==> src/rtl/quad_encoder_frontend.sv <==
// quad_encoder_frontend
// Front end for the RPM measurement block. Raw quadrature channels A/B are
// synchronised, glitch-filtered and decoded into count events.
//
// Parameters:
//   FILTER_LEN   clocks a synchronised level must persist before acceptance (>=1)
//   POS_W        position counter width
//   DECODE_MODE  4: every legal edge, 2: A edges only, 1: A rising edges only
//
// Ports:
//   clk, rst_n         system clock, asynchronous active-low reset
//   enc_a, enc_b       raw asynchronous encoder channels
//   pos_clr, err_clr   synchronous clears of position / err
//   ticks              toggles once per counted event (feeds the RPM stage)
//   tick_pulse         one-cycle strobe per counted event
//   dir                direction of last counted event (1 = A leads B)
//   position           wrapping two's-complement position
//   err                sticky flag, set when both filtered channels change together
module quad_encoder_frontend #(
    parameter int unsigned FILTER_LEN  = 4,
    parameter int unsigned POS_W       = 16,
    parameter int unsigned DECODE_MODE = 4
) (
    input  logic             clk,
    input  logic             rst_n,
    input  logic             enc_a,
    input  logic             enc_b,
    input  logic             pos_clr,
    input  logic             err_clr,
    output logic             ticks,
    output logic             tick_pulse,
    output logic             dir,
    output logic [POS_W-1:0] position,
    output logic             err
);

    // The counter only ever holds 0..FILTER_LEN-1: the clock on which it would
    // reach FILTER_LEN is the clock the new level is accepted and it returns to 0.
    localparam int unsigned      CNT_W    = (FILTER_LEN < 2) ? 1 : $clog2(FILTER_LEN);
    localparam logic [CNT_W-1:0] CNT_LAST = CNT_W'(FILTER_LEN - 1);
    localparam logic [POS_W-1:0] POS_ONE  = POS_W'(1);

    // Bit 1 = channel A, bit 0 = channel B throughout.
    logic [1:0]       sync1_q;
    logic [1:0]       sync2_q;
    logic [1:0]       filt_q;
    logic [1:0]       filt_d;
    logic [1:0]       prev_q;
    logic [CNT_W-1:0] cnt_q [2];
    logic [CNT_W-1:0] cnt_d [2];

    logic             ticks_q, ticks_d;
    logic             pulse_q, pulse_d;
    logic             dir_q, dir_d;
    logic [POS_W-1:0] pos_q, pos_d;
    logic             err_q, err_d;

    logic [1:0]       chg;
    logic             legal;
    logic             illegal;
    logic             fwd;
    logic             counted;

    // Glitch filter: a mismatch must persist for FILTER_LEN consecutive clocks.
    always_comb begin
        filt_d = filt_q;
        for (int unsigned i = 0; i < 2; i++) begin
            cnt_d[i] = '0;
            if (sync2_q[i] != filt_q[i]) begin
                if (cnt_q[i] == CNT_LAST) begin
                    filt_d[i] = sync2_q[i];
                end else begin
                    cnt_d[i] = cnt_q[i] + 1'b1;
                end
            end
        end
    end

    // Decode filtered state against the previous filtered state.
    always_comb begin
        chg     = filt_q ^ prev_q;
        legal   = (chg == 2'b01) || (chg == 2'b10);
        illegal = (chg == 2'b11);
        // For a single-bit step of the Gray sequence 00->10->11->01, the step is
        // forward exactly when the new A differs from the old B.
        fwd     = filt_q[1] ^ prev_q[0];

        if (DECODE_MODE == 1) begin
            counted = legal && chg[1] && filt_q[1];
        end else if (DECODE_MODE == 2) begin
            counted = legal && chg[1];
        end else begin
            counted = legal;
        end

        pulse_d = counted;
        ticks_d = ticks_q ^ counted;
        dir_d   = counted ? fwd : dir_q;

        pos_d = pos_q;
        if (pos_clr) begin
            pos_d = '0;
        end else if (counted) begin
            pos_d = fwd ? (pos_q + POS_ONE) : (pos_q - POS_ONE);
        end

        err_d = err_q;
        if (illegal) begin
            err_d = 1'b1;
        end else if (err_clr) begin
            err_d = 1'b0;
        end
    end

    always_ff @(posedge clk or negedge rst_n) begin
        if (!rst_n) begin
            sync1_q <= '0;
            sync2_q <= '0;
            filt_q  <= '0;
            prev_q  <= '0;
            for (int unsigned i = 0; i < 2; i++) begin
                cnt_q[i] <= '0;
            end
            ticks_q <= 1'b0;
            pulse_q <= 1'b0;
            dir_q   <= 1'b0;
            pos_q   <= '0;
            err_q   <= 1'b0;
        end else begin
            sync1_q <= {enc_a, enc_b};
            sync2_q <= sync1_q;
            filt_q  <= filt_d;
            prev_q  <= filt_q;
            for (int unsigned i = 0; i < 2; i++) begin
                cnt_q[i] <= cnt_d[i];
            end
            ticks_q <= ticks_d;
            pulse_q <= pulse_d;
            dir_q   <= dir_d;
            pos_q   <= pos_d;
            err_q   <= err_d;
        end
    end

    assign ticks      = ticks_q;
    assign tick_pulse = pulse_q;
    assign dir        = dir_q;
    assign position   = pos_q;
    assign err        = err_q;

endmodule

==> config.mk <==
export PLATFORM = sky130hd
export DESIGN_NAME = quad_encoder_frontend
export DESIGN_NICKNAME = d
export VERILOG_FILES = /design/src/rtl/quad_encoder_frontend.sv
export SDC_FILE = /design/constraint.sdc
export NUM_CORES = 1
export LEC_CHECK = 0
export BUFFER_PORTS_ARGS = -buffer_cell sky130_fd_sc_hd__buf_2
export CORE_MARGIN = 1.5
export CORE_UTILIZATION = 35
export CTS_CLUSTER_DIAMETER = 150
export DETAILED_ROUTE_END_ITERATION = 6
export PLACE_DENSITY = 0.62
export SLEW_MARGIN = 0
export SYNTH_ARGS = -nofsm -noshare
export SYNTH_HDL_FRONTEND = slang
export SYNTH_SLANG_ARGS = --single-unit
==> constraint.sdc <==
create_clock -name clk -period 7.9 [get_ports clk]
set_clock_uncertainty 0.1 [all_clocks]
set_input_delay 0.79 -clock clk [delete_from_list [all_inputs] [get_ports clk]]
set_output_delay 0.79 -clock clk [all_outputs]
set_load 0.05 [all_outputs]
* After elaboration in Yosys (flattened, before gate mapping)
Cells that the tools add are included.
Word-level totals: register bits after elaboration 32, bits of input ports 6, output and inout bits 20, word-level logic and storage cells 40
Operators by class: add/subtract/negate cells 4, equality and inequality tests 7, muxes and demuxes 9, bitwise operators 3, reduce and logical (&&, ||, !) cells 5
Operators with widths (count):
- $mux 16 | 3
- $add 16x1->16 const B | 1
- $sub 16x1->16 const B | 1
- $eq 2x2->1 const B | 4
- $mux 2 | 4
- $add 2x1->2 const B | 2
- $reduce_and 2->1 | 2
- $reduce_bool 2->1 | 2
- $eq 2x1->1 const B | 1
- $mux 1 | 2
- $ne 1x1->1 | 2
- $xor 1x1->1 | 2
- $xor 2x2->2 | 1
- $logic_or 1x1->1 | 1

* Depth between registers and ports, before layout
Gate-level depths: netlist (run 1).
depth in word-level cells 5, gate-level depth with buffers 10, mapped depth without buffers 9

* Least setup slack after synthesis (run 1)
OpenSTA, ideal clock, no wires.
kind flip-flop to flip-flop, start register filt_q[1], end register pos_q[8] (netlist: position[8]), library setup time 0.073 ns, data arrival time 2.736 ns, data required time 7.727 ns, path slack 4.992 ns, stages on the path, launching flop included 11, buffers on the path 1, period minus slack after synthesis 2.908 ns, path through dfrtp_1 -> xor2_2 -> clkbuf_1 -> xnor2_1 -> ha_1 -> or3_1 -> or4_1 -> nor4_1 -> o21ai_0 -> xor2_1 -> nor2_1
Between the ends: longest elaborated chain between the ends 4, elaborated cells between the ends (all ways) 9, classes of those cells eq/ne: 2; mux: 3; bitwise: 2; reduce/logical: 2
RTL lines:
- from (decl) | line 46 | logic [1:0] filt_q;
- from (signal assigned) | line 132 | filt_q <= filt_d;
- $xor 1x1->1 or $xor 2x2->2 (tied branches) | line 86, 81
- $mux 16, or another cell as far along | line 104 | pos_d = fwd ? (pos_q + POS_ONE) : (pos_q - POS_ONE);
- $mux 16 or $logic_or 1x1->1 (tied branches) | line 103, 82
- $mux 16 or $reduce_bool 2->1 (tied branches)
- to (signal assigned) | line 140 | pos_q <= pos_d;
- to (decl) | line 55 | logic [POS_W-1:0] pos_q, pos_d;
Several ways; a longest one is shown, not always the timed one. The select of a mux whose other input is x is not followed. A chain may end at the register's enable or synchronous reset.

* Final worst setup path (run 1)
start register filt_q[1], end register pos_q[15] (netlist: position[15])
The elaborated chain is that of the path after synthesis.

==> results.py, run 1 <==
metrics = {
    "synthesis": {
        "ys_seq_area_share_pct": 42.75,
        "synth_nets": 211,
        "yosysTopAreaCellShare_pct": 42.75,
        "synth-compound-area-share_pct": 13.09,
        "avgSynthCellArea_um2": 9.412,
        "yosysUniqueCellTypes": 42,
        "syn_area_um2": 1873,
        "synth_ff_type": "dfrtp_1",
        "synth_edf_count": 0,
        "muxShareOfSynthArea_pct": 3.407,
        "synthAdderAreaFrac_pct": 4.008,
        "synth_top_family_by_area": "simple AND/OR/NAND/NOR gates",
        "synth_cells": 199,
        "synth_async_sr_flop_share_pct": 100.0,
        "synth.area.top_cells": "dfrtp_1 (43%), xor2_1 (5.6%), nor2_1 (4.2%), ha_1 (4.0%), nor3_1 (2.9%)",
        "synth_warnings": 0,
        "yosys.area.top_type": "dfrtp_1",
        "yosys.area_share.xor_xnor_pct": 9.285,
        "synth-simple-area-share_pct": 23.31,
        "synth_seq_cells": 32,
    },
    "layout": {
        "drive_gt1_share_pct": 18.14,
        "fin_cells": 285,
        "area_delta_synth_final_pct": 13.56,
        "finalNetCount": 226,
        "finalInstanceArea_um2": 2127,
        "antennaDiodeCount": 0,
        "fin_util_pct": 41.38,
    },
    "timing": {
        "hold_violations": 0,
        "period_minus_slack_ns": 3.412,
        "slew_viol_final": 0,
        "fmax_mhz": 293.1,
        "fin_crit_sh_pct": 43.19,
        "setup_viol": 0,
        "tightest_slew_ns": 0.8587,
        "relSlewSlack_pct": 42.71,
        "setup_tns_ns": 0,
        "rsz0062_at_grt": "no",
    },
    "placement": {
        "numPortBuffers": 25,
        "gp_congestion": 0.7664,
        "place_hpwl_mm": 2.629,
        "placed_area_um2": 2019,
        "place_inst": 277,
    },
    "setup_path": {
        "r2r_setup_slack_ns": 4.49,
        "end_kind": "flip-flop",
        "crit-reg2reg-launch": "filt_q[1]",
        "crit_type": "flip-flop to flip-flop",
        "worstPathMaxFanout": 26,
        "critPathLaunchType": "flip-flop",
        "crit_start": "filt_q[1]",
        "critical_path_required_ns": 7.97,
        "cp_data_arrival_time_ns": 3.48,
    },
    "floorplan": {
        "ios": 26,
        "die_x_um": 76.16,
        "core_area_um2": 5140,
        "initial_core_util_pct": 36.44,
        "die_h_um": 76.16,
        "rows": 26,
        "die_area_um2": 5800,
    },
    "run": {
        "drv_cap": 0,
    },
    "clocking": {
        "numCtsBuffers": 5,
        "clk_latency_ns": 0.28,
        "post_cts_buffers": 0,
        "clock-sinks": 32,
        "cts-resized-gates": 0,
        "postCtsHoldBufs": 0,
        "htreeDepth": 2,
        "tritoncts": "yes",
        "clock_path_buffers": 2,
        "clock-root-buffer": "clkbuf_8",
        "clk_pin_slew_ns": 0.07,
    },
    "global_route": {
        "antenna_found_initial": 0,
        "track_usage_pct": 14.49,
        "grt_remaining_overflow": 0,
        "grt_pass1_wl_mm": 6.734,
        "grt_max_degree": 33,
        "grt_pass1_vias": 1361,
    },
    "worst_hold_path": {
        "hp-class": "flip-flop to flip-flop",
        "min_from": "sync1_q[0]",
    },
    "route": {
        "drtAntennaViolNets": 0,
        "drc": 0,
        "viasPerCell": 5.302,
        "drt_iter0_drc": 129,
        "drt_pass1_iterations": 4,
        "vias": 1511,
        "drt_wl_total_mm": 3.861,
        "wl_per_cell_um": 13.55,
    },
    "run_status": {
        "status": "finished clean",
    },
}
==> Yosys cell counts (2+ instances only) <==
master	instances
o31ai_1	2
nor3_1	11
xnor2_1	6
and4_1	3
a221o_1	2
xor2_1	12
nor2_1	21
nand2_1	10
a31oi_1	3
nand4_1	7
nor2b_1	3
o21ai_0	11
nor4_1	5
or3_1	2
a21o_1	2
clkbuf_1	14
nor4b_1	4
inv_1	2
mux2_2	3
or4_1	4
a21oi_1	7
dfrtp_1	32
o22ai_1	2
ha_1	6
nand3_1	5
and3b_1	2
mux2i_1	3
==> critical path, cell delays in order (launching register included) <==
cell	delay (ns)
dfrtp_1	0.46
xor2_2	0.73
inv_2	0.39
ha_1	0.49
nand2_1	0.12
o41a_1	0.32
o211a_1	0.20
a31oi_1	0.15
mux2_2	0.35
==> area by class of cell <==
cell class,instances,area (µm²)
clock inverters,2,35.03
fillers,530,3013
repair buffers,25,125.1
well taps,70,87.58
flip-flops and latches,32,800.8
inverters,3,11.26
multi-input cells,147,994.7
clock buffers,6,72.57
==> cells in the final DEF (no fill, tap or decap), types with 3 or more instances in the layout <==
master	instances
or4_1	4
xnor2_1	6
mux2_2	3
nand3_1	5
mux2i_1	3
nor4b_1	4
nor4_1	5
a31oi_1	3
nand4_1	7
xor2_1	12
ha_1	6
nor3_1	11
a21oi_1	7
dfrtp_1	32
nor2b_1	3
buf_2	25
clkbuf_8	5
nor2_1	21
and4_1	3
o21ai_0	11
nand2_1	10
==> per-layer routing <==
metal	GRT usage [%]	share of wire, %	wire length, µm	vias to the layer above
met1	20.94	52	1989	714
li1	-	-	-	757
met4	6.111	1.8	71	0
met5	0	0	0	-
met2	20.72	42	1613	34
met3	3.353	4.8	187	6
==> metrics by stage <==
step | worst slack, ns | hold WS (ns)
floorplan | 4.992 | 0.2312
global placement | 4.589 | 0.2356
detailed placement | 4.504 | 0.2385
CTS | 4.502 | 0.2543
global route | 4.281 | 0.2574
finish | 4.488 | 0.2509
==> flip-flops by register name, indices dropped and copies added, names as in the netlist <==
register    flops
dir             1
filt_q          2
prev_q          2
ticks           1
sync1_q         2
err             1
tick_pulse      1
sync2_q         2
position       16
cnt_q           4
==> logic make-up (layout without fill, tap and decap cells) <==
family          Yosys count  in the layout
buf+inv                  20             36
flops                    32             32
fa+ha+maj                 6              6
xor+xnor                 19             19
mux                       6              6
simple gates             80             80
compound gates           36             36
==> path summary, 6_finish.rpt <==
check | cells past startpoint | endpoint
worst max-delay path | 8 | position[15]
worst min-delay path | 0 | sync2_q[0]
worst max register to register | 8 | position[15]
worst min register to register | 0 | sync2_q[0]
max in group asynchronous | 1 | position[4]
min in group asynchronous | 1 | cnt_q[3]
Power of run 1 is not shown: default switching activity piles up to over one toggle a cycle in this logic, so the estimate is an artifact.
==> run 2, diff against run 1 <==
Clock period 7.9 ns to 3.4 ns, I/O delays scaled along.
==> run 2 against run 1 <==
The flow now finishes with violations (negative hold slack). Critical path depth up 1. Via count up 2.4%. Core utilization up 0.29 points. Flip-flop and latch count unchanged. Clock-buffer cell count unchanged. Die area unchanged. Non-clock buffer count up 2. Worst setup slack worse by 3.8 ns. First-iteration DRC count down 11%. Cell count up 0.70%. Largest cell class unchanged. Highest routed layer unchanged.
==> results.py, run 2 (synthesis gave the netlist of run 1 again) <==
metrics = {
    "route": {
        "drt_wl_total_mm": 4.111,
        "drt_pass1_iterations": 4,
        "viasPerCell": 5.394,
        "vias": 1548,
        "drtAntennaViolNets": 0,
        "drt_iter0_drc": 115,
        "drc": 0,
        "wl_per_cell_um": 14.32,
    },
    "setup_path": {
        "end_kind": "flip-flop",
        "r2r_cells": 9,
        "crit_start": "filt_q[1]",
        "critical_path_required_ns": 3.46,
        "r2r_setup_slack_ns": 0.71,
        "worstSetupEndpoint": "position[8]",
        "crit-reg2reg-launch": "filt_q[1]",
        "worstPathMaxFanout": 7,
        "r2r_end": "position[8]",
        "cp_data_arrival_time_ns": 2.74,
        "critPathLaunchType": "flip-flop",
        "crit_type": "flip-flop to flip-flop",
    },
    "layout": {
        "largest_reg_flops": 16,
        "area_delta_synth_final_pct": 14.36,
        "fillerInstances": 529,
        "final_common_cell": "dfrtp_1",
        "antennaDiodeCount": 0,
        "finalNetCount": 228,
        "final_cell_mix": "dfrtp_1 (32), buf_2 (25), nor2_1 (21)",
        "fin_util_pct": 41.67,
        "drive_gt1_share_pct": 18.89,
    },
    "floorplan": {
        "core_area_um2": 5140,
        "rows": 26,
        "ios": 26,
        "die_h_um": 76.16,
        "die_x_um": 76.16,
        "initial_core_util_pct": 36.44,
        "die_area_um2": 5800,
    },
    "timing": {
        "whs_ns": -0.002226,
        "relSlewSlack_pct": 43.88,
        "setup_tns_ns": 0,
        "rsz0062_at_grt": "no",
        "period_minus_slack_ns": 2.687,
        "fmax_mhz": 372.2,
        "tightest_slew_ns": 0.8418,
        "slew_viol_final": 0,
        "fin_crit_sh_pct": 79.02,
        "hold_violations": 1,
        "setup_viol": 0,
    },
    "global_route": {
        "track_usage_pct": 15.57,
        "use_met2_pct": 22.70,
        "grt_max_degree": 33,
        "grt_pass1_vias": 1456,
        "antenna_found_initial": 0,
        "grt_remaining_overflow": 0,
        "gr-usage-met1_pct": 22.16,
        "grt_pass1_wl_mm": 7.307,
        "busiest_layer": "met2",
        "grt_use_met3_pct": 3.952,
    },
    "clocking": {
        "clock_path_buffers": 2,
        "clock-root-buffer": "clkbuf_8",
        "clock-sinks": 32,
        "tritoncts": "yes",
        "cts-resized-gates": 0,
        "post_cts_buffers": 0,
        "clk_pin_slew_ns": 0.07,
        "numCtsBuffers": 5,
        "postCtsHoldBufs": 0,
        "htreeDepth": 2,
        "clk_latency_ns": 0.28,
    },
    "run": {
        "drv_cap": 0,
    },
    "run_status": {
        "status": "finished with violations",
        "violations": "negative hold slack",
    },
    "worst_hold_path": {
        "hp-class": "primary input to async pin",
    },
    "placement": {
        "numPortBuffers": 25,
        "place_hpwl_mm": 2.813,
        "gp_congestion": 0.8170,
    },
}
run 2: cell type report:
type                            instances  area, µm²  area share [%]
Clock inverter                          2      35.03           1.636
Tap cell                               70      87.58           4.089
Inverter                                3      11.26          0.5257
Timing Repair Buffer                   27      140.1           6.542
Clock buffer                            6      72.57           3.388
Multi-Input combinational cell        147      994.7           46.44
Sequential cell                        32      800.8           37.38
run 2: critical path: stages (launching register included):
cell and delay, ns:
dfrtp_1 0.45, xor2_2 0.29, xnor2_1 0.10, ha_1 0.26, or3_1 0.39, or4_1 0.43
nor4_1 0.16, o21ai_0 0.15, xor2_1 0.18, nor2_1 0.05
run 2: worst min path at each step:
stage | start | to | slack [ns] | cells past startpoint
floorplan | rst_n | cnt_q[0] | -0.06 | 0
global placement | sync1_q[0] | sync2_q[0] | 0.23 | 0
detailed placement | sync1_q[1] | sync2_q[1] | 0.23 | 0
CTS | rst_n | cnt_q[3] | 0.03 | 1
global route | enc_b | sync1_q[0] | 0.05 | 1
finish | rst_n | filt_q[0] | -0.002 | 1
run 2: metrics by stage:
step,instances,cell area (µm²),worst slack [ns],hold slack [ns]
final,287,2142,0.7135,-0.002226
after global routing,287,2142,0.4264,0.05300
after CTS,287,2142,0.7240,0.03090
after detailed placement,279,2034,0.7328,0.2347
after global placement,279,2034,0.7778,0.2330
after floorplan,199,1873,0.4916,-0.05559
run 2: metal layers:
layer  up-vias  wire, µm
met3         8       226
met1       734      2097
li1        764         -
met5         -         0
met2        42      1706
met4         0        80
Power of run 2 is left out for the same reason.
==> run 3, diff against run 2 <==
Clock period 3.4 ns to 2.6 ns, I/O delays scaled along.
==> run 3 against run 2 <==
The flow now finishes without violations. Sequential share of layout area shrank 2.3 points. Core utilization rose by 3.1 points. Register-to-register slack lost 0.56 ns. Clock-buffer cell count unchanged. Via count up 3.9%. Cell count grew 4.2%. Non-clock buffer count is 12 higher. Flip-flop and latch count did not move. First-iteration DRC count increased by 64%.
==> results.py, run 3 (synthesis gave the netlist of run 1 again) <==
metrics = {
    "run_status": {
        "status": "finished clean",
    },
    "timing": {
        "hold_violations": 0,
        "whs_ns": 0.1363,
        "fmax_mhz": 408.0,
        "slew_viol_final": 0,
        "rsz0062_at_grt": "no",
        "fin_crit_sh_pct": 94.26,
        "worst_slack_ns": 0.1492,
        "period_minus_slack_ns": 2.451,
        "setup_tns_ns": 0,
        "setup_viol": 0,
        "relSlewSlack_pct": 52.53,
        "tightest_slew_ns": 0.7120,
    },
    "route": {
        "vias": 1609,
        "drt_iter0_drc": 189,
        "drtAntennaViolNets": 0,
        "drt_pass1_iterations": 4,
        "drt_wl_total_mm": 4.370,
        "viasPerCell": 5.381,
        "drc": 0,
        "wl_per_cell_um": 14.62,
    },
    "layout": {
        "finalNetCount": 240,
        "final_common_cell": "dfrtp_1",
        "drive_gt1_share_pct": 27.07,
        "final_cell_mix": "dfrtp_1 (26), buf_2 (25), nor2_1 (21)",
        "area_delta_synth_final_pct": 22.85,
        "seq_area_um2": 808.3,
        "fillerInstances": 549,
        "largest_reg_flops": 16,
        "multi_input_area_um2": 1049,
        "antennaDiodeCount": 0,
    },
    "clocking": {
        "numCtsBuffers": 5,
        "htreeDepth": 2,
        "clock_path_buffers": 2,
        "clock-root-buffer": "clkbuf_8",
        "clk_pin_slew_ns": 0.07,
        "clock-sinks": 32,
        "clk_latency_ns": 0.28,
        "tritoncts": "yes",
    },
    "global_route": {
        "antenna_found_initial": 0,
        "grt_remaining_overflow": 0,
        "grt_max_degree": 33,
        "gr-usage-met1_pct": 22.58,
        "grt_pass1_vias": 1532,
        "grt_pass1_wl_mm": 7.638,
        "busiest_layer": "met2",
        "grt_use_met3_pct": 4.192,
        "track_usage_pct": 16.32,
        "use_met2_pct": 24.68,
    },
    "floorplan": {
        "die_area_um2": 5800,
        "rows": 26,
        "die_h_um": 76.16,
        "ios": 26,
        "die_x_um": 76.16,
        "initial_core_util_pct": 36.44,
        "core_area_um2": 5140,
    },
    "placement": {
        "numPortBuffers": 25,
        "place_hpwl_mm": 3.001,
        "gp_congestion": 0.8685,
        "pre_cts_slack_ns": 0.08739,
    },
    "setup_path": {
        "cp_data_arrival_time_ns": 2.52,
        "critical_path_required_ns": 2.67,
        "worstPathMaxFanout": 7,
        "critPathLaunchType": "flip-flop",
        "crit_type": "flip-flop to flip-flop",
        "end_kind": "flip-flop",
    },
    "worst_hold_path": {
        "hp-class": "primary input to flip-flop",
    },
    "run": {
        "drv_cap": 0,
    },
}
==> run 3: cell types whose count changed in the layout (fill, tap and decap cells not counted), sizes merged <==
| cell | delta |
|---|---|
| dlygate4sd3 | +3 |
| buf | +9 |
==> run 3: critical path, cell delays in order, from the launching register on <==
cell	delay, ns
dfrtp_2	0.45
or4_4	0.58
or4_1	0.44
a31o_1	0.24
a41oi_2	0.18
nor4b_1	0.07
a221o_1	0.27
==> run 3: final cells by class <==
class / count / area share, %
flip-flops and latches: 32 / 35.13
repair buffers: 39 / 10.33
well taps: 70 / 3.806
clock inverters: 2 / 1.523
clock buffers: 6 / 3.154
inverters: 3 / 0.4894
multi-input cells: 147 / 45.57
==> run 3: path summary, 6_finish.rpt <==
| path | start | to | slack [ns] | cells past startpoint |
|---|---|---|---|---|
| min in group asynchronous | rst_n | position[12] | 0.47 | 2 |
| worst max register to register | position[9] | position[14] | 0.15 | 6 |
| max in group asynchronous | rst_n | prev_q[0] | 1.44 | 2 |
| worst min-delay path | err_clr | err | 0.14 | 3 |
| worst max-delay path | position[9] | position[14] | 0.15 | 6 |
| worst min register to register | sync1_q[0] | sync2_q[0] | 0.25 | 0 |
==> run 3: repair_timing <==
| item | 4_1_cts | 5_1_grt |
|---|---|---|
| resized for setup | 0 | 6 |
| hold buffers | 3 | 0 |
| setup buffers | 0 | 1 |
| hold endpoints to repair | 34 | 0 |
| setup endpoints to repair | 0 | 4 |
==> run 3: layer usage <==
metal | vias up | part of all wire (%)
met3 | 6 | 5.3
met2 | 53 | 46
met5 | - | 0
li1 | 783 | -
met4 | 0 | 1.4
met1 | 767 | 47
==> run 3: per-stage QoR <==
| step | std cells | cell area [µm²] | utilization [%] |
|---|---|---|---|
| 6_report | 299 | 2301 | 44.77 |
| 5_1_grt | 299 | 2301 | 44.77 |
| 4_1_cts | 298 | 2266 | 44.08 |
| 3_5_place_dp | 287 | 2128 | 41.41 |
| 3_3_place_gp | 287 | 2128 | 41.41 |
| 2_1_floorplan | 199 | 1927 | - |
Power of run 3 is left out for the same reason.
